**src/rtl/calc_cmd_pkg.sv**
```systemverilog
// Shared encodings for the calculator command arbiter: one-hot FSM states
// and the compute operation codes driven on CMD_OPERATION.
package calc_cmd_pkg;

   typedef enum logic [3:0] {
      ST_IDLE  = 4'b0001,
      ST_ISSUE = 4'b0010,
      ST_WAIT  = 4'b0100,
      ST_ACK   = 4'b1000
   } state_e;

   localparam logic OP_ADD = 1'b0;
   localparam logic OP_SUB = 1'b1;

endpackage

```
**src/rtl/calc_rr_pick.sv**
```systemverilog
// Round-robin first-set search: starting at i_ptr and wrapping upward,
// returns the index of the first pending request and whether any is pending.
module calc_rr_pick #(
   parameter int NUM_REQ = 2,
   parameter int IDW     = (NUM_REQ > 1) ? $clog2(NUM_REQ) : 1
) (
   input  logic [NUM_REQ-1:0] i_req,
   input  logic [IDW-1:0]     i_ptr,
   output logic [IDW-1:0]     o_grant,
   output logic               o_any
);

   // Scan NUM_REQ positions from the pointer; the first hit wins.
   always_comb begin : p_search
      int unsigned idx;
      logic        found;
      found   = 1'b0;
      o_grant = '0;
      for (int unsigned i = 0; i < NUM_REQ; i++) begin
         idx = (int'(i_ptr) + i) % NUM_REQ;
         if (!found && i_req[idx]) begin
            found   = 1'b1;
            o_grant = IDW'(idx);
         end
      end
      o_any = found;
   end

endmodule

```
**src/rtl/calc_cmd_arbiter.sv**
```systemverilog
// Command arbiter for the shared BCD add/sub datapath. Round-robin grants
// one requester, issues a 1-cycle clear/compute pulse, waits for the
// datapath done pulse and acks the winner.
// Optional: define CMD_TIMEOUT_EN for a WAIT-state watchdog that acks with
// REQ_ERR after TIMEOUT_CYCLES cycles without CMD_DONE.
module calc_cmd_arbiter
   import calc_cmd_pkg::*;
#(
   parameter int NUM_REQ        = 2,
   parameter int TIMEOUT_CYCLES = 1024,
   parameter int IDW            = (NUM_REQ > 1) ? $clog2(NUM_REQ) : 1
) (
   input  logic               i_clk,
   input  logic               i_reset_n,
   input  logic [NUM_REQ-1:0] i_req_valid,
   input  logic [NUM_REQ-1:0] i_req_clear,
   input  logic [NUM_REQ-1:0] i_req_op,
   output logic [NUM_REQ-1:0] o_req_ack,
   output logic [NUM_REQ-1:0] o_req_err,
   output logic [IDW-1:0]     o_grant_id,
   output logic               o_busy,
   output logic               o_cmd_clear,
   output logic               o_cmd_compute,
   output logic               o_cmd_operation,
   input  logic               i_cmd_done
);

   if (NUM_REQ < 2 || NUM_REQ > 8 || TIMEOUT_CYCLES < 1) begin : g_param_check
      $error("calc_cmd_arbiter: parameter out of range");
   end

   state_e               r_state, w_state_nxt;
   logic [IDW-1:0]       r_grant, w_grant_nxt;
   logic [IDW-1:0]       r_ptr, w_ptr_nxt;
   logic                 r_cmd_clear, w_cmd_clear_nxt;
   logic                 r_cmd_compute, w_cmd_compute_nxt;
   logic                 r_cmd_op, w_cmd_op_nxt;
   logic [NUM_REQ-1:0]   r_ack, w_ack_nxt;
   logic [IDW-1:0]       w_pick;
   logic                 w_any;

`ifdef CMD_TIMEOUT_EN
   localparam int CW = $clog2(TIMEOUT_CYCLES + 1);
   logic [CW-1:0]        r_cnt, w_cnt_nxt;
   logic [NUM_REQ-1:0]   r_err, w_err_nxt;
`endif

   calc_rr_pick #(
      .NUM_REQ (NUM_REQ),
      .IDW     (IDW)
   ) u_pick (
      .i_req   (i_req_valid),
      .i_ptr   (r_ptr),
      .o_grant (w_pick),
      .o_any   (w_any)
   );

   // State and registered outputs; synchronous active-low reset.
   always_ff @(posedge i_clk) begin
      if (!i_reset_n) begin
         r_state       <= ST_IDLE;
         r_grant       <= '0;
         r_ptr         <= '0;
         r_cmd_clear   <= 1'b0;
         r_cmd_compute <= 1'b0;
         r_cmd_op      <= OP_ADD;
         r_ack         <= '0;
`ifdef CMD_TIMEOUT_EN
         r_cnt         <= '0;
         r_err         <= '0;
`endif
      end else begin
         r_state       <= w_state_nxt;
         r_grant       <= w_grant_nxt;
         r_ptr         <= w_ptr_nxt;
         r_cmd_clear   <= w_cmd_clear_nxt;
         r_cmd_compute <= w_cmd_compute_nxt;
         r_cmd_op      <= w_cmd_op_nxt;
         r_ack         <= w_ack_nxt;
`ifdef CMD_TIMEOUT_EN
         r_cnt         <= w_cnt_nxt;
         r_err         <= w_err_nxt;
`endif
      end
   end

   // Next-state and next-output decode; pulses default low, op/grant hold.
   always_comb begin
      w_state_nxt       = r_state;
      w_grant_nxt       = r_grant;
      w_ptr_nxt         = r_ptr;
      w_cmd_clear_nxt   = 1'b0;
      w_cmd_compute_nxt = 1'b0;
      w_cmd_op_nxt      = r_cmd_op;
      w_ack_nxt         = '0;
`ifdef CMD_TIMEOUT_EN
      w_cnt_nxt         = r_cnt;
      w_err_nxt         = '0;
`endif
      unique case (r_state)
         ST_IDLE: begin
            if (w_any) begin
               w_grant_nxt = w_pick;
               if (i_req_clear[w_pick]) begin
                  w_cmd_clear_nxt = 1'b1;
               end else begin
                  w_cmd_compute_nxt = 1'b1;
                  w_cmd_op_nxt      = i_req_op[w_pick];
               end
               w_state_nxt = ST_ISSUE;
            end
         end
         ST_ISSUE: begin
            w_state_nxt = ST_WAIT;
`ifdef CMD_TIMEOUT_EN
            w_cnt_nxt   = '0;
`endif
         end
         ST_WAIT: begin
            if (i_cmd_done) begin
               w_ack_nxt[r_grant] = 1'b1;
               w_state_nxt        = ST_ACK;
            end
`ifdef CMD_TIMEOUT_EN
            else if (r_cnt == CW'(TIMEOUT_CYCLES - 1)) begin
               w_ack_nxt[r_grant] = 1'b1;
               w_err_nxt[r_grant] = 1'b1;
               w_state_nxt        = ST_ACK;
            end else begin
               w_cnt_nxt = r_cnt + 1'b1;
            end
`endif
         end
         ST_ACK: begin
            w_ptr_nxt   = (r_grant == IDW'(NUM_REQ - 1)) ? '0 : r_grant + 1'b1;
            w_state_nxt = ST_IDLE;
         end
         default: w_state_nxt = ST_IDLE;
      endcase
   end

   assign o_req_ack       = r_ack;
   assign o_grant_id      = r_grant;
   assign o_busy          = (r_state != ST_IDLE);
   assign o_cmd_clear     = r_cmd_clear;
   assign o_cmd_compute   = r_cmd_compute;
   assign o_cmd_operation = r_cmd_op;
`ifdef CMD_TIMEOUT_EN
   assign o_req_err       = r_err;
`else
   assign o_req_err       = '0;
`endif

endmodule

```
**config.mk**
```make
export PLATFORM = sky130hd
export DESIGN_NAME = calc_cmd_arbiter
export DESIGN_NICKNAME = d
export VERILOG_FILES = /design/src/rtl/calc_cmd_pkg.sv /design/src/rtl/calc_rr_pick.sv /design/src/rtl/calc_cmd_arbiter.sv
export SDC_FILE = /design/constraint.sdc
export NUM_CORES = 1
export LEC_CHECK = 0
export BUFFER_PORTS_ARGS = -buffer_cell sky130_fd_sc_hd__buf_2
export CORE_MARGIN = 2
export CORE_UTILIZATION = 35
export CTS_BUF_LIST = sky130_fd_sc_hd__clkbuf_8 sky130_fd_sc_hd__clkbuf_16
export CTS_CLUSTER_SIZE = 20
export DETAILED_ROUTE_END_ITERATION = 12
export HOLD_SLACK_MARGIN = 0.06
export PLACE_DENSITY = 0.71
export SLEW_MARGIN = 0
export SYNTH_ARGS = -nofsm -noshare
export SYNTH_HDL_FRONTEND = slang
export SYNTH_SLANG_ARGS = --single-unit
```
**constraint.sdc**
```tcl
create_clock -name i_clk -period 2.5 [get_ports i_clk]
set_clock_uncertainty 0.2 [all_clocks]
set_input_delay 0.5 -clock i_clk [delete_from_list [all_inputs] [get_ports i_clk]]
set_output_delay 0.5 -clock i_clk [all_outputs]
set_load 0.02 [all_outputs]
```
==> summary.txt, run 1 <==
CTS
  – Clock transition at the register clock pins on the worst setup and hold paths after CTS: 0.05 ns
  – Clk sink count: 11
  – Number of buffers on the longest clock path: 2
  – Clk_lat worst skew: 0.23 ns
  – Post-CTS setup-driven buffer insertion count: 0
  – # H-tree levels: 1
  – TritonCTS buffer count: 3
  – # hold bufs at CTS: 0
  – Gates resized, CTS repair: 0
  – TritonCTS clock tree: built
  – Root buffer cell: clkbuf_8

Critical path
  – Critical Path End Type: output port
  – Worst path required time: 1.80 ns
  – Category of the critical setup timing path: flip-flop to output port
  – Critical path origin: r_state[3]
  – Max stage delay on crit path: 0.34 ns
  – Highest-delay cell along the critical path: dfxtp_1
  – Worst reg2reg endpoint: o_cmd_operation
  – Register-to-register setup slack: 1.06 ns
  – Setup crit start kind: flip-flop
  – Critical Path Fanout Max: 4
  – Reg-to-reg critical path startpoint: r_state[3]
  – WP data arrival: 1.17 ns
  – Count of cells along the worst register-to-register path: 4
  – Top cell family by delay on the critical path: flip-flops
  – CP bufs+invs: 2
  – Worst-path cell chain: nor4b_4, inv_1, buf_2

Min path
  – Worst hold path type: primary input to flip-flop
  – Hold Path End: r_state[0]
  – Source of the worst hold timing path: i_reset_n
  – Hold Path Cell Cnt: 2

STA
  – Max-slew violation count: 0
  – Final Hold Viols: 0
  – Share of the cycle needed by the critical path after routing: 0.750
  – Final min period: 1.87 ns
  – Final setup viols: 0
  – Setup total negative slack: 0 ns
  – Setup repair after global routing missed its margin: false
  – Highest Clock Rate: 0.534 GHz

Floorplan
  – Core footprint: 0.00132 mm^2
  – Initial cell density of the core: 0.378
  – Total Die Area: 0.00174 mm^2
  – Die extent in x: 41.7 um
  – Total number of placement rows: 13
  – Chip Height: 41.7 um
  – Boundary pin count: 18

Global route
  – Number of antenna violations at the first check in global routing: 0
  – Remaining Overflow, GRT: 0
  – All-Layer GR Usage: 0.110
  – Pin count of the biggest net entering global routing: 7
  – Global-route wire length before repair: 1.47 mm
  – Via count of the first global-routing pass: 390

Place
  – Routability-driven placement congestion ratio: 0.741
  – Number of buffers inserted by port buffering: 15
  – HPWL reported at the end of detailed placement: 714 um
  – Placed inst area: 581 um^2

Finish
  – Layout cell share with drive strength beyond 1: 0.353
  – Total area of multi-input combinational cells: 251 um^2
  – Relative area change from synthesis to final layout: 25.6%
  – Number of fillers in the final layout: 145
  – # nets final: 78
  – Flip-flop and latch area: 220 um^2
  – Most used cells in the layout excluding fill and tap cells: buf_2, dfxtp_1, inv_1, nor2_1, nor2b_1
  – Diodes inserted: 0
  – Cell area after layout: 626 um^2
  – Commonest non-fill, non-tap cell in the layout: buf_2

Drt
  – DRC marker count from the first detailed-route iteration: 1
  – Total vias in the final route: 394
  – Via density: 4.75
  – Routed wire length per instance: 10.5 um
  – DRT Pass-1 Iters: 2
  – Final Routed Wirelength: 868 um
  – Number of remaining DRC errors: 0
  – Remaining antenna violation count after routing: 0

Synth
  – Async set or reset register ratio after synthesis: 0
  – Number of library cell types mapped by synthesis: 26
  – Number of instances in the synthesized netlist: 50
  – Register area share after synthesis: 0.442
  – Synthesis warning total: 0
  – Area of the mapped netlist: 498 um^2
  – Leading register cell type out of synthesis: dfxtp_1
  – Number of enable-type register cells in the synthesized netlist: 0
  – Register bit count reported by yosys: 11
  – Avg Inst Size Synth: 9.96 um^2

Run status
  – Result of the run: complete, no violations

Pwr
  – Worst VDD drop: 0.000342 V
  – Leak Pwr: 0.298 nW
  – Power density cells: 710 mW/mm^2

Job
  – Count of maximum capacitance violations: 0
==> cell usage after synthesis, drive strengths merged, types with 2 or more instances <==
cell type,instances,share of area
dfxtp,11,0.44
nor4b,2,0.078
nand2,2,0.015
inv,4,0.030
nor2,4,0.030
buf,2,0.030
a211oi,2,0.040
and2,4,0.055
o21ai,3,0.053
o21a,2,0.045
nor2b,4,0.050
==> sequential cells by signal, summed over array words and instances, names as in the netlist <==
signal / count
o_cmd_operation: 1
o_cmd_compute: 1
o_req_ack: 2
r_ptr: 1
o_grant_id: 1
r_state: 4
o_cmd_clear: 1
==> routing by layer <==
metal  global-route usage  wire (um)  vias to the layer above
met2                0.203        456                       12
li1                     -          -                      204
met5                    0          0                        -
met1                0.103        365                      176
met3               0.0391         38                        2
met4               0.0581          8                        0
==> how the worst max path moves through the flow <==
| stage | end | slack (ns) | cells after the start |
|---|---|---|---|
| 3_3_place_gp | o_busy | 0.89 | 3 |
| 2_1_floorplan | o_busy | 0.98 | 2 |
| 5_1_grt | o_busy | 0.56 | 3 |
| 4_1_cts | o_busy | 0.62 | 3 |
| 6_report | o_busy | 0.63 | 3 |
| 3_5_place_dp | o_busy | 0.87 | 3 |
==> metrics by stage <==
step | total power [mW] | util | hold slack (ns) | worst slack (ns) | std cells
finish | 0.444 | 0.475 | 0.276 | 0.626 | 83
global route | 0.464 | 0.475 | 0.292 | 0.557 | 83
CTS | 0.451 | 0.475 | 0.276 | 0.620 | 83
detailed placement | 0.280 | 0.441 | 0.276 | 0.875 | 79
global placement | 0.278 | 0.441 | 0.282 | 0.890 | 79
floorplan | 0.257 | - | 0.266 | 0.985 | 51
==> where the power goes <==
part / internal (mW) / switching, mW / total, mW
registers: 0.186 / 0.00964 / 0.196
logic: 0.0371 / 0.0427 / 0.0799
clock network: 0.107 / 0.0610 / 0.168
total: 0.331 / 0.113 / 0.444
==> cells by family after synthesis <==
family | count (synthesis) | share of synthesized area
flip-flops | 11 | 0.442
AND/OR/NAND/NOR | 21 | 0.296
AO/OA/AOI/OAI | 11 | 0.193
other | 1 | 0.00753
buffers and inverters | 6 | 0.0603
==> cell type report <==
type,instances,share of cell area
multi-input combinational,34,0.402
clock buffer,3,0.0660
inverter,4,0.0240
sequential,11,0.352
timing repair buffer,15,0.120
tap,15,0.0300
clock inverter,1,0.00600
==> worst register-to-register path, stage by stage, from the launching register on <==
cell and delay (ns):
dfxtp_1 0.34, nor4b_4 0.34, o21a_4 0.20, a31oi_1 0.09
a211oi_2 0.18
No activity file was read; power rests on OpenSTA's default activity.
==> run 2: changes to the inputs <==
PLACE_DENSITY = 0.73   (was 0.71)
clock period = 1.7 ns   (was 2.5 ns; I/O delays follow)
==> run 2 against run 1 <==
  * Register-to-register slack worse by 0.85 ns
  * Die area stayed put
  * Flip-flop and latch count stayed put
  * Combinational power is 58% higher
  * Cell count is 1.2% higher
  * Clock-buffer cell count stayed put
  * Critical endpoint unchanged
==> summary.txt, run 2 (synthesis gave the netlist of run 1 again) <==
Place
  – Number of buffers inserted by port buffering: 15
  – Pre-CTS setup slack: 0.208 ns
  – Routability-driven placement congestion ratio: 0.730
  – HPWL reported at the end of detailed placement: 741 um

Global route
  – Global-route wire length before repair: 1.46 mm
  – Pin count of the biggest net entering global routing: 7
  – Number of antenna violations at the first check in global routing: 0
  – Remaining Overflow, GRT: 0
  – Via count of the first global-routing pass: 380
  – All-Layer GR Usage: 0.115

STA
  – Final min period: 1.64 ns
  – Setup total negative slack: 0 ns
  – Final Hold Viols: 0
  – Highest Clock Rate: 0.608 GHz
  – Setup repair after global routing missed its margin: false
  – Share of the cycle needed by the critical path after routing: 0.967
  – Max-slew violation count: 0
  – Worst-case setup margin in the final layout: 0.0555 ns
  – Final setup viols: 0

Drt
  – Routed wire length per instance: 10.4 um
  – Total vias in the final route: 394
  – Via density: 4.69
  – Final Routed Wirelength: 870 um
  – Number of remaining DRC errors: 0
  – DRC marker count from the first detailed-route iteration: 1
  – Remaining antenna violation count after routing: 0
  – DRT Pass-1 Iters: 2

Pwr
  – Power density cells: 1040 mW/mm^2
  – Leak Pwr: 0.303 nW
  – Worst VDD drop: 0.000587 V

Critical path
  – Critical Path Fanout Max: 4
  – Category of the critical setup timing path: flip-flop to output port
  – Highest-delay cell along the critical path: dfxtp_2
  – Max stage delay on crit path: 0.35 ns
  – Critical Path End Type: output port
  – WP data arrival: 1.10 ns
  – Setup crit start kind: flip-flop
  – Worst-path cell chain: nor4b_4, inv_1, buf_2
  – Worst path required time: 1.16 ns

Floorplan
  – Total number of placement rows: 13
  – Chip Height: 41.7 um
  – Initial cell density of the core: 0.378
  – Core footprint: 0.00132 mm^2
  – Die extent in x: 41.7 um
  – Total Die Area: 0.00174 mm^2
  – Boundary pin count: 18

CTS
  – Root buffer cell: clkbuf_8
  – TritonCTS buffer count: 3
  – Number of buffers on the longest clock path: 2
  – Clock transition at the register clock pins on the worst setup and hold paths after CTS: 0.05 ns
  – # hold bufs at CTS: 0
  – Clk_lat worst skew: 0.23 ns
  – TritonCTS clock tree: built
  – # H-tree levels: 1
  – Clk sink count: 11

Finish
  – Register with the most flip-flops: r_state
  – Relative area change from synthesis to final layout: 27.4%
  – Flip-flop count of the largest register after layout: 4
  – Diodes inserted: 0
  – # nets final: 79
  – Most used cells in the layout excluding fill and tap cells: buf_2, dfxtp_1, inv_1, nor2_1, nor2b_1
  – Commonest non-fill, non-tap cell in the layout: buf_2
  – Layout cell share with drive strength beyond 1: 0.377

Job
  – Count of maximum capacitance violations: 0

Run status
  – Result of the run: complete, no violations

Min path
  – Worst hold path type: primary input to flip-flop
[run 2: changes by cell type in the layout (fill, tap and decap cells not counted)]
cell / change
buf_4: +1
dfxtp_1: -1
dfxtp_2: +1
[run 2: layout make-up]
cell class | instances | area [um^2]
flip-flops and latches | 11 | 221
well taps | 15 | 18.8
fillers | 128 | 683
repair buffers | 16 | 82.6
multi-input cells | 34 | 251
clock inverters | 1 | 3.75
inverters | 4 | 15.0
clock buffers | 3 | 41.3
[run 2: where the power goes]
part	internal, mW	switching, mW	total [mW]
clock network	0.157	0.0852	0.243
logic	0.0614	0.0646	0.126
registers	0.275	0.0142	0.289
total	0.493	0.164	0.657
[run 2: worst max-delay path: cells and delay by family, from the launching register on]
kind                   cells  cell delay, ns
buffers and inverters      2            0.24
flip-flops                 1            0.35
AND/OR/NAND/NOR            1            0.29
[run 2: path summary, 6_finish.rpt]
kind / start / to / slack, ns / cells after the start
min reg2reg: o_grant_id / o_req_ack[0] / 0.29 / 1
max reg2reg: r_state[1] / o_cmd_operation / 0.21 / 5
max: r_state[1] / o_busy / 0.06 / 3
min: i_reset_n / r_state[0] / 0.14 / 2
[run 2: stage by stage]
stage | cells | util | hold WS (ns) | total power, mW | area, um^2
floorplan | 51 | - | 0.216 | 0.379 | 502
global placement | 79 | 0.441 | 0.276 | 0.409 | 581
detailed placement | 79 | 0.441 | 0.280 | 0.412 | 581
CTS | 84 | 0.481 | 0.136 | 0.668 | 633
finish | 84 | 0.481 | 0.141 | 0.657 | 634
global route | 84 | 0.481 | 0.145 | 0.695 | 634
[run 2: what timing repair did]
item | 4_1_cts | 5_1_grt
cloned | 0 | 0
gates resized for setup | 0 | 1
setup buffers | 1 | 0
setup endpoints to repair | 1 | 1
pin swaps | 1 | 0
[run 2: metal layers]
| layer | GRT usage | wire length, um | vias up |
|---|---|---|---|
| met5 | 0 | 0 | - |
| met4 | 0.0774 | 8 | 0 |
| met3 | 0.0565 | 52 | 2 |
| met2 | 0.203 | 494 | 12 |
| met1 | 0.101 | 316 | 174 |
| li1 | - | - | 206 |
==> run 3: changes to the inputs <==
SETUP_SLACK_MARGIN = 0.1   (was not set)
==> run 3 against run 2 <==
  * Critical path depth is the same
  * Sequential share of layout area shrank 0.36 points
  * Die area is the same
  * Global-route usage grew 0.81 points
  * Fmax grew 0.42%
  * Worst hold slack gained 0.0012 ns
  * Design area grew 2.8%
==> summary.txt, run 3 (synthesis gave the netlist of run 1 again) <==
Pwr
  – Power density cells: 1030 mW/mm^2
  – Leak Pwr: 0.311 nW
  – Total power of the final layout: 0.670 mW
  – Worst VDD drop: 0.000588 V

CTS
  – TritonCTS clock tree: built
  – TritonCTS buffer count: 3
  – Number of buffers on the longest clock path: 2
  – # hold bufs at CTS: 0
  – Clk sink count: 11
  – Clk_lat worst skew: 0.23 ns
  – Clock transition at the register clock pins on the worst setup and hold paths after CTS: 0.05 ns
  – Root buffer cell: clkbuf_8
  – # H-tree levels: 1

Global route
  – Global-route wire length before repair: 1.56 mm
  – All-Layer GR Usage: 0.123
  – Remaining Overflow, GRT: 0
  – Pin count of the biggest net entering global routing: 7
  – Via count of the first global-routing pass: 411
  – Number of antenna violations at the first check in global routing: 0

Place
  – Number of cells after detailed placement: 79
  – HPWL reported at the end of detailed placement: 741 um
  – Pre-CTS setup slack: 0.208 ns
  – Routability-driven placement congestion ratio: 0.730
  – Number of buffers inserted by port buffering: 15

Finish
  – Relative area change from synthesis to final layout: 30.9%
  – Diodes inserted: 0
  – Filler-free cell count of the finished design: 85
  – Utilization of the core after routing: 0.495
  – Layout cell share with drive strength beyond 1: 0.400
  – # nets final: 80
  – Register with the most flip-flops: r_state
  – Most used cells in the layout excluding fill and tap cells: buf_2, dfxtp_1, inv_1, nor2_1, nor2b_1
  – Flip-flop count of the largest register after layout: 4
  – Commonest non-fill, non-tap cell in the layout: buf_2

Floorplan
  – Total number of placement rows: 13
  – Initial cell density of the core: 0.378
  – Total Die Area: 0.00174 mm^2
  – Die extent in x: 41.7 um
  – Core footprint: 0.00132 mm^2
  – Chip Height: 41.7 um
  – Boundary pin count: 18

Drt
  – Remaining antenna violation count after routing: 0
  – Routed wire length per instance: 11.0 um
  – DRC marker count from the first detailed-route iteration: 1
  – Top routing layer in use: met4
  – Wire length on met1: 331 um
  – Detailed-routed wire length on met3: 52 um
  – Number of remaining DRC errors: 0
  – Via density: 4.78
  – DRT Pass-1 Iters: 2
  – Metal2 WL: 543 um
  – Final Routed Wirelength: 934 um
  – Total vias in the final route: 406

STA
  – Setup total negative slack: 0 ns
  – Final min period: 1.64 ns
  – Share of the cycle needed by the critical path after routing: 0.963
  – Setup repair after global routing missed its margin: true
  – Highest Clock Rate: 0.611 GHz
  – Max-slew violation count: 0
  – Final setup viols: 0
  – Worst-case setup margin in the final layout: 0.0625 ns
  – Final Hold Viols: 0

Critical path
  – Critical Path End Type: output port
  – Worst path required time: 1.16 ns
  – WP data arrival: 1.10 ns
  – Setup crit start kind: flip-flop
  – Category of the critical setup timing path: flip-flop to output port
  – Critical Path Fanout Max: 2

Min path
  – Worst hold path type: primary input to flip-flop

Run status
  – Result of the run: complete, no violations

Job
  – Count of maximum capacitance violations: 0
## run 3: cell types whose count changed in the layout (fill, tap and decap cells not counted)
| cell | change |
|---|---|
| buf_6 | +1 |
| buf_4 | +1 |
| buf_2 | -1 |
| dfxtp_4 | +1 |
| dfxtp_1 | -1 |
## run 3: power breakdown
part / switching (mW) / internal [mW]
registers: 0.0128 / 0.275
clock network: 0.0862 / 0.157
logic: 0.0691 / 0.0701
total: 0.168 / 0.502
## run 3: final timing paths
path	from	endpoint	slack (ns)	cells past startpoint
setup / recovery	r_state[1]	o_busy	0.06	3
hold reg to reg	o_grant_id	o_req_ack[0]	0.29	1
setup reg to reg	r_state[1]	o_cmd_operation	0.22	5
hold / removal	i_reset_n	r_state[0]	0.14	2
## run 3: final cells by class
cell class,count,area (um^2)
tap,15,18.8
sequential,11,225
clock buffer,3,41.3
inverter,4,15.0
timing repair buffer,17,96.3
clock inverter,1,3.75
multi-input combinational,34,251
fill,130,666
## run 3: timing repair
item,CTS,global route
endpoints found under the setup margin,1,1
gates resized for setup,5,0
pin swaps,1,0
setup buffers,2,0
## run 3: metal layers
metal	up-vias	global-route usage
li1	210	-
met4	0	0.0839
met2	12	0.225
met3	2	0.0652
met5	-	0
met1	182	0.0979
## run 3: worst max-delay path, stage by stage (launching register included)
cell     delay, ns
dfxtp_4       0.35
nor4b_4       0.28
inv_1         0.10
buf_6         0.14
## run 3: through the flow
stage / hold slack (ns) / cell area, um^2
floorplan: 0.216 / 502
detailed placement: 0.280 / 581
CTS: 0.136 / 652
global route: 0.143 / 652
finish: 0.142 / 652
global placement: 0.276 / 581
